==> config.mk <==
export PLATFORM = sky130hd
export DESIGN_NAME = led_fade_driver
export DESIGN_NICKNAME = d
export VERILOG_FILES = /design/src/rtl/led_fade_driver.sv
export SDC_FILE = /design/constraint.sdc
export NUM_CORES = 1
export LEC_CHECK = 0
export CAP_MARGIN = 20
export CORE_MARGIN = 4
export CORE_UTILIZATION = 65
export DETAILED_ROUTE_END_ITERATION = 12
export PLACE_DENSITY = 0.88
export SETUP_SLACK_MARGIN = 0.02
export SYNTH_ARGS = -nofsm -noshare
export SYNTH_HDL_FRONTEND = slang
export SYNTH_SLANG_ARGS = --single-unit
==> constraint.sdc <==
create_clock -name clk -period 6.2 [get_ports clk]
set_input_delay 1.24 -clock clk [delete_from_list [all_inputs] [get_ports clk]]
set_output_delay 1.24 -clock clk [all_outputs]
set_load 0.005 [all_outputs]
==> src/rtl/led_fade_driver.sv <==
`default_nettype none
// ============================================================================
//  Module      : led_fade_driver
//  Description : Two-channel LED brightness fader. Each on/off request drives
//                a brightness level that ramps one count per fade step (or
//                snaps when fading is disabled); each level is turned into a
//                PWM pin drive by comparing against a shared free-running
//                counter.
//  Revision    : 1.0 - initial release
// ============================================================================
module led_fade_driver #(
    parameter int PWM_BITS    = 8,
    parameter int STEP_DIV    = 62500,
    parameter int DIV_BITS    = 16,
    parameter bit OUT_ACT_LOW = 1'b0
) (
    input  logic clk,
    input  logic rst,
    input  logic led_in_1,
    input  logic led_in_2,
    input  logic fade_en,
    output logic led_out_1,
    output logic led_out_2,
    output logic busy
);

    localparam logic [PWM_BITS-1:0] c_MAX       = '1;
    localparam logic [PWM_BITS-1:0] c_ZERO      = '0;
    localparam logic [DIV_BITS-1:0] c_STEP_LAST = DIV_BITS'(STEP_DIV - 1);

    typedef enum logic [1:0] {
        S_OFF  = 2'd0,
        S_RISE = 2'd1,
        S_ON   = 2'd2,
        S_FALL = 2'd3
    } state_t;

    logic [PWM_BITS-1:0] r_pwm_cnt;
    logic [DIV_BITS-1:0] r_step_cnt;
    logic                w_step;
    logic [1:0]          w_req;
    logic [1:0]          w_raw_nxt;
    logic [1:0]          w_ramping;
    logic [1:0]          r_raw;
    logic                r_busy;

    assign w_req  = {led_in_2, led_in_1};
    assign w_step = (r_step_cnt == c_STEP_LAST);

    // Shared PWM counter and fade-step prescaler; both channels stay step-aligned.
    always_ff @(posedge clk or posedge rst) begin
        if (rst) begin
            r_pwm_cnt  <= '0;
            r_step_cnt <= '0;
        end else begin
            r_pwm_cnt  <= r_pwm_cnt + 1'b1;
            r_step_cnt <= w_step ? '0 : r_step_cnt + 1'b1;
        end
    end

    generate
        for (genvar i = 0; i < 2; i++) begin : g_ch
            logic [PWM_BITS-1:0] w_tgt;
            logic [PWM_BITS-1:0] w_lvl_nxt;
            logic [PWM_BITS-1:0] r_lvl;
            state_t              r_state;
            state_t              w_state_nxt;

            // Next level: snap when fading is off, otherwise move one count
            // toward the target on step edges. Moving only toward a target in
            // [0, MAX] means the arithmetic can never wrap.
            always_comb begin
                w_tgt     = w_req[i] ? c_MAX : c_ZERO;
                w_lvl_nxt = r_lvl;
                if (!fade_en) begin
                    w_lvl_nxt = w_tgt;
                end else if (w_step) begin
                    if (r_lvl < w_tgt) begin
                        w_lvl_nxt = r_lvl + 1'b1;
                    end else if (r_lvl > w_tgt) begin
                        w_lvl_nxt = r_lvl - 1'b1;
                    end
                end
            end

            // Channel state follows from the level/target pair being loaded.
            always_comb begin
                w_state_nxt = S_OFF;
                if (w_tgt == c_MAX) begin
                    w_state_nxt = (w_lvl_nxt == c_MAX) ? S_ON : S_RISE;
                end else begin
                    w_state_nxt = (w_lvl_nxt == c_ZERO) ? S_OFF : S_FALL;
                end
            end

            // Level and state registers.
            always_ff @(posedge clk or posedge rst) begin
                if (rst) begin
                    r_lvl   <= '0;
                    r_state <= S_OFF;
                end else begin
                    r_lvl   <= w_lvl_nxt;
                    r_state <= w_state_nxt;
                end
            end

            // Full scale forces a constant high so MAX is truly 100 % duty.
            assign w_raw_nxt[i] = (r_lvl == c_MAX) || (r_lvl > r_pwm_cnt);
            assign w_ramping[i] = (r_state == S_RISE) || (r_state == S_FALL);
        end
    endgenerate

    // Registered PWM compare results and busy flag.
    always_ff @(posedge clk or posedge rst) begin
        if (rst) begin
            r_raw  <= '0;
            r_busy <= 1'b0;
        end else begin
            r_raw  <= w_raw_nxt;
            r_busy <= |w_ramping;
        end
    end

    assign led_out_1 = r_raw[0] ^ OUT_ACT_LOW;
    assign led_out_2 = r_raw[1] ^ OUT_ACT_LOW;
    assign busy      = r_busy;

endmodule
`default_nettype wire

## Word-level counts from Yosys, hierarchy flattened

Index checks and enable logic that the tools add are counted.

- Add/subtract/negate cells: 6
- $lt $le $gt $ge: 6
- Equality and inequality tests: 11
- Multiplexer cells: 17
- Reductions and logical operators: 7

Operators with widths:

| kind | number |
|---|---|
| 2-to-1 mux 8 bit | 10 |
| equality test 8 bit, second input constant | 6 |
| greater-than comparator 8 bit | 4 |
| adder 8 x 1 -> 8 bit, second input constant | 3 |
| adder 16 x 1 -> 16 bit, second input constant | 1 |
| equality test 16 bit, second input constant | 1 |
| zero test 8 bit | 2 |
| < comparator 8 bit | 2 |
| 2-to-1 mux 16 bit | 1 |
| subtractor 8 x 1 -> 8 bit, second input constant | 2 |
| 2-to-1 mux 2 bit | 6 |
| equality test 2 x 1 -> 1 bit, second input constant | 2 |
| equality test 2 bit, second input constant | 2 |
| logical OR 1 bit | 4 |
| OR reduction 2 bit | 1 |

- Flip-flop bits (word level): 47
- Input bits: 5
- Output and inout bits: 3
- Logic and storage cells: 55

## Longest topological paths before layout

Gate-level depths: netlist (run 1).

- Depth in word-level cells: 9
- Gate-level depth with buffers: 12
- Depth with buffers taken out: 11

## Worst setup path before layout (run 1)

Ideal clock, no wire load.

- Kind: input -> register
- From: input led_in_1
- To: register g_ch[0].r_state[0]
- Setup time: 133 ps
- Arrival time: 3,362 ps
- Data required time: 6,067 ps
- Path slack: 2,705 ps
- Stages: 11
- Buffers on the path: 0
- Cell sequence: inv_1 -> ha_1 -> nand4_1 -> nor2_1 -> or4_1 -> a21oi_1 -> nor3_1 -> or3b_1 -> a211oi_1 -> nand4_1 -> a21boi_1

- Longest elaborated chain between the ends: 9
- Elaborated cells between the ends (all ways): 13
- Classes of those cells: 2 x order compare; 2 x eq/ne; 8 x mux; 1 x reduce/logical

Ends and longest elaborated chain:

| what | line | text |
|---|---|---|
| start, declared | 19 | `input logic led_in_1,` |
| 2-to-1 mux 8 bit (*) | 73 | `w_tgt = w_req[i] ? c_MAX : c_ZERO;` |
| greater-than comparator 8 bit | 80 | `end else if (r_lvl > w_tgt) begin` |
| 2-to-1 mux 8 bit | 80 |  |
| 2-to-1 mux 8 bit | 78 | `if (r_lvl < w_tgt) begin` |
| 2-to-1 mux 8 bit | 77 | `end else if (w_step) begin` |
| 2-to-1 mux 8 bit | 75 | `if (!fade_en) begin` |
| equality test 8 bit / zero test 8 bit (equally long branches) | 90, 92 |  |
| 2-to-1 mux 2 bit (on tied branches) | 90, 92 |  |
| 2-to-1 mux 2 bit (*) | 89 | `if (w_tgt == c_MAX) begin` |
| via g_ch[0].w_state_nxt[0] | 67 | `state_t w_state_nxt;` |
| end signal, assigned | 103 | `r_state <= w_state_nxt;` |
| end, declared | 66 | `state_t r_state;` |

Mark *: on every way through the listed nets, which the timed path passes. The rest lies on a longest branch.

## Worst setup path in the final report (run 1)

Same ends and word-level chain as after synthesis.

==> qor.csv, run 1 <==
metric;value;unit
Net Count, Synth;420;
wire per inst;16.8;um
Final #Nets;429;
Leakage Power;1.57;nW
critical path's top delay family;compound AO/OA/AOI/OAI gates;
antenna violations before repair;0;
RSZ-0062 raised after global routing;no;
Synth area leader;dfrtp_1;
WHS;465;ps
Clock Latency Late Sink;300;ps
grt ovf;0;
Mapped Cells;377;
hold buffer count at cts;0;
critical-path cell list;clkdlybuf4s50_1 > inv_1 > ha_1 > nor2b_1 > o211ai_2 > a21oi_2 > nor3_1 > o2111ai_1 > or3b_1 > a211oi_1 > nand4_1 > a21boi_1;
Post-Syn Area;3420;um^2
drt pass-1 iters;4;
GRT Overall Usage;26.2;%
CP Max Fanout;9;
first-pass GRT wire length;13.5;mm
area used by multi-input combinational logic;2170;um^2
# IOs;8;
Layout area overhead;6.40;%
status;finished, final reports clean;
fillcell total;397;
post-DP HPWL;5.66;mm
n_diodes;0;
Initial Util;67.0;%
Via Count;2967;
row count;26;
share of layout cells above drive strength 1;7.51;%
setup bufs post-CTS;0;
worst path bufs/invs;2;
number of max-cap violations;0;
min-delay worst type;flop to flop;
CORE AREA;5110;um^2
Peak Freq;245;MHz
endpoint class of the critical path;flop;
fraction of registers with async set/reset;100;%
leading cell types by count after synthesis;dfrtp_1, ha_1, nand2_1;
Final Cycle Share;65.9;%
syn_area_per_cell;9.08;um^2
Final Skew;8.27;ps
initial drt markers;370;
DR DRC count;0;
Die Span Y;80.6;um
PostCTS Resize Cnt;0;
Port Buffer Count;7;
Synth Register Bits;45;
relative slew slack;38.7;%
hold violation total from the final report;0;
clock buffer count from CTS;5;
H-tree depth reported by CTS;2;
pin count of the biggest net entering global routing;46;
top post-synthesis cells by area;dfrtp_1, ha_1, xnor2_1;
Crit path required time;6370;ps
Storage cell area;1130;um^2
count of cell types in the netlist;60;
DIE AREA;6490;um^2
number of global-route vias before repair;2972;
clk sinks;45;
Slowest-stage cell, CP;clkdlybuf4s50_1;
P per Cell Area;184;nW/um^2
CTS tree;yes;
sequential area share after synthesis;32.9;%
synth warn;0;
DRT antenna net count;0;
root buffer cell;clkbuf_8;
vias per cell;6.51;
Worst path max stage delay;570;ps
Slew @ Worst Pin;920;ps
fin crit period;4080;ps
GPL Wtd Cong;0.931;
final setup violation count;0;
Setup TNS;0;ps
pins over their slew limit;0;
WP data arrival;4260;ps
kind of critical path;primary input to flop;
EDFF count, synth;0;
die width;80.6;um
top cell type's share of synthesized area;32.9;%
cell with the most instances after synthesis;dfrtp_1;
Synth Flop Type;dfrtp_1;
total routed wirelength;7.64;mm
Startpoint Class;primary input;
clock buffer depth;2;
VDD IR max;0.173;mV
Clock transition at path regs;90;ps
==> sequential cells by signal, summed over array words and instances, names as in the netlist <==
register and flops:
g_ch.r_lvl 16, r_step_cnt 16, r_pwm_cnt 8, g_ch.r_state 2, r_raw 2, busy 1
==> stage by stage <==
step / instances / worst slack (ps) / power, mW / utilization [%] / area [um^2]
6_report: 456 / 2120 / 0.668 / 71.3 / 3640
5_1_grt: 456 / 1950 / 0.709 / 71.3 / 3640
4_1_cts: 456 / 2150 / 0.670 / 71.3 / 3640
3_5_place_dp: 449 / 1830 / 0.481 / 69.5 / 3550
3_3_place_gp: 449 / 1960 / 0.474 / 69.5 / 3550
2_1_floorplan: 377 / 2710 / 0.438 / - / 3420
==> layer usage <==
layer,up-vias,share of wire [%],global-route usage [%]
met4,0,2.3,9.97
met3,23,7.9,5.72
met2,126,47,42.1
met5,-,0,0
met1,1392,42,34.5
li1,1426,-,-
==> report_power, final <==
part / total, mW / leakage (nW) / internal, mW / switching [mW]
logic: 0.147 / 0.986 / 0.0603 / 0.0868
registers: 0.332 / 0.543 / 0.306 / 0.0266
clock network: 0.189 / 0.0433 / 0.0882 / 0.101
total: 0.668 / 1.57 / 0.454 / 0.214
==> kinds of logic after synthesis <==
| family | count (synthesis) | share of synthesized area, % |
|---|---|---|
| flops | 45 | 32.9 |
| simple gates | 148 | 25.0 |
| xor+xnor | 25 | 6.40 |
| compound gates | 88 | 17.2 |
| mux | 3 | 0.914 |
| buf+inv | 30 | 3.69 |
| fa+ha+maj | 38 | 13.9 |
==> cell usage in the layout, fill, tap and decap left out, types with 3 or more instances in the layout <==
| cell | count |
|---|---|
| dfrtp_1 | 45 |
| ha_1 | 38 |
| nand2_1 | 27 |
| a21oi_1 | 24 |
| inv_1 | 23 |
| nand3_1 | 20 |
| nor2_1 | 20 |
| nand4_1 | 16 |
| xnor2_1 | 15 |
| o21ai_0 | 15 |
| and3_1 | 12 |
| nor3_1 | 10 |
| xor2_1 | 10 |
| a211oi_1 | 7 |
| clkdlybuf4s50_1 | 7 |
| clkbuf_8 | 6 |
| o21a_1 | 5 |
| a21o_1 | 5 |
| and2_1 | 5 |
| nor2b_1 | 4 |
| nand2b_1 | 4 |
| o2111ai_1 | 4 |
| nor4_1 | 3 |
| o211ai_1 | 3 |
| nor4b_2 | 3 |
| and4_1 | 3 |
| or2_2 | 3 |
| a31oi_1 | 3 |
| or3_1 | 3 |
==> layout make-up <==
cell class | count | share of cell area (%)
clock buffer | 6 | 2.27
clock inverter | 1 | 0.206
tap | 70 | 2.41
sequential | 45 | 30.9
timing repair buffer | 8 | 2.13
multi-input combinational | 302 | 59.6
inverter | 24 | 2.47
==> final timing paths <==
path | start | endpoint | slack [ps] | cells past startpoint
max | led_in_1 | g_ch[0].r_state[0] | 2120 | 12
min | g_ch[1].r_state[0] | busy | 470 | 1
max reg2reg | r_step_cnt[0] | g_ch[1].r_state[0] | 3240 | 10
min reg2reg | g_ch[1].r_state[0] | busy | 470 | 1
max in group asynchronous | rst | r_step_cnt[5] | 4160 | 2
min in group asynchronous | rst | g_ch[1].r_lvl[3] | 1450 | 2
No activity file was read; power rests on OpenSTA's default activity.
==> run 2, diff against run 1 <==
- CORE_UTILIZATION: 65 -> 57
- PLACE_DENSITY: 0.88 -> 0.82
- clock period: 6.2 -> 3.3 ns (I/O delays scaled with it)
==> run 2 against run 1 <==
Net effect: sequential cell count is the same; die area grew 13%; global-route usage shrank 3.2 points; largest power group unchanged; cell count grew 8.8%; count of clock-buffer cells in the layout shrank 1.
==> qor.csv, run 2 (same netlist as run 1, synthesis figures left out) <==
metric;value;unit
most common cell after layout, fill and taps aside;dfrtp_1;
Final Skew;5.88;ps
CP Max Fanout;8;
Via Count;3151;
Slew @ Worst Pin;893;ps
VDD IR max;0.216;mV
first-pass GRT wire length;13.9;mm
critical path's top delay family;simple AND/OR/NAND/NOR gates;
vias per cell;6.35;
Clock transition at path regs;80;ps
WP data arrival;3310;ps
Clock Latency Late Sink;290;ps
GRT Overall Usage;23.0;%
wire per inst;16.6;um
Peak Freq;319;MHz
worst path bufs/invs;2;
post-DP HPWL;6.17;mm
post-layout util;70.4;%
clk sinks;45;
WHS;461;ps
most frequent cells in the layout;dfrtp_1, buf_4, ha_1, nand2_1;
pins over their slew limit;0;
grt ovf;0;
row count;27;
endpoint class of the critical path;flop;
min-delay worst type;flop to flop;
PostCTS Resize Cnt;0;
Sw Ratio;30.4;%
Slowest-stage cell, CP;clkdlybuf4s50_1;
hold buffer count at cts;0;
DP Area;3840;um^2
P per Cell Area;345;nW/um^2
hold violation total from the final report;0;
status;finished, final reports clean;
Psw;0.420;mW
GPL Wtd Cong;1.00;
kind of critical path;primary input to flop;
Clk network pwr share;29.3;%
critical-path cell list;clkdlybuf4s50_1 > inv_2 > ha_1 > nand4_1 > nor2_1 > or4_1 > a21oi_1 > nor3_1 > or3b_1 > a211oi_2 > nand4_1 > a21boi_1;
DIE AREA;7310;um^2
Final Cycle Share;95.0;%
number of max-cap violations;0;
Crit path required time;3480;ps
CTS tree;yes;
total routed wirelength;8.24;mm
initial drt markers;224;
share of layout cells above drive strength 1;18.2;%
Setup TNS;0;ps
clock buffer count from CTS;5;
relative slew slack;40.4;%
largest registers;g_ch.r_lvl: 16 flops, r_step_cnt: 16 flops, r_pwm_cnt: 8 flops;
DRT antenna net count;0;
most frequent CP cell;nand4_1;
antenna violations before repair;0;
Logic pwr share;25.9;%
Pint;0.960;mW
# IOs;8;
clock buffer depth;2;
setup bufs post-CTS;0;
Final #Nets;467;
Layout area overhead;16.8;%
n_diodes;0;
pin count of the biggest net entering global routing;46;
number of global-route vias before repair;2986;
DR DRC count;0;
root buffer cell;clkbuf_8;
Sequential Power Share;44.9;%
Layout Cell Area excl Fill;4000;um^2
fillcell total;438;
Leakage Power;1.78;nW
die width;85.5;um
Worst path max stage delay;490;ps
Initial Util;60.3;%
Die Span Y;85.5;um
Startpoint Class;primary input;
fin crit period;3140;ps
CORE AREA;5680;um^2
drt pass-1 iters;4;
Port Buffer Count;7;
final setup violation count;0;
H-tree depth reported by CTS;2;
run 2: changes by cell type in the layout (fill, tap and decap cells not counted), sizes merged:
cell / change
dlymetal6s2s: +1
buf: +38
clkdlybuf4s50: -1
clkinvlp: -1
bufinv: +1
clkbuf: -1
clkinv: +1
run 2: power by group through the flow:
stage	Sequential, mW	Clock, mW	Combinational [mW]
4_1_cts	0.617	0.414	0.342
2_1_floorplan	0.615	0	0.209
5_1_grt	0.624	0.438	0.397
3_3_place_gp	0.629	0	0.324
6_report	0.619	0.404	0.357
3_5_place_dp	0.628	0	0.339
run 2: worst reg2reg max path, stage by stage (launching register included):
cell	delay, ps
dfrtp_1	560
ha_1	310
nor2b_1	140
o211ai_2	240
a21oi_4	120
buf_4	170
nor3_1	200
o21ai_1	110
xor2_1	290
a21oi_2	130
nor4_2	270
a21boi_1	100
run 2: path summary, 6_finish.rpt:
kind	startpoint	endpoint	depth (start not counted)	slack, ps
worst max-delay path	led_in_1	g_ch[0].r_state[0]	12	160
worst min-delay path	g_ch[1].r_state[0]	busy	1	460
worst max register to register	g_ch[0].r_lvl[1]	g_ch[0].r_state[0]	11	560
worst min register to register	g_ch[1].r_state[0]	busy	1	460
max in group asynchronous	rst	g_ch[1].r_lvl[2]	2	1870
min in group asynchronous	rst	g_ch[1].r_lvl[0]	2	870
run 2: stage by stage:
stage | power [mW] | setup WS (ps) | instances
finish | 1.38 | 164 | 496
global route | 1.46 | -26.4 | 496
CTS | 1.37 | 65.9 | 496
detailed placement | 0.967 | -249 | 489
global placement | 0.953 | -154 | 489
floorplan | 0.824 | 385 | 377
run 2: area by class of cell:
| type | instances | area, um^2 | share of cell area (%) |
|---|---|---|---|
| clock buffers | 5 | 68.8 | 1.72 |
| inverters | 24 | 92.6 | 2.32 |
| clock inverters | 2 | 35.0 | 0.876 |
| well taps | 72 | 90.1 | 2.25 |
| multi-input cells | 302 | 2220 | 55.5 |
| flip-flops and latches | 45 | 1130 | 28.2 |
| repair buffers | 46 | 365 | 9.14 |
run 2: routing by layer:
layer | vias up | wire length [um] | GRT usage, %
met3 | 20 | 447 | 3.69
li1 | 1496 | - | -
met4 | 0 | 167 | 7.48
met2 | 112 | 3960 | 37.8
met5 | - | 0 | 0
met1 | 1523 | 3670 | 30.9
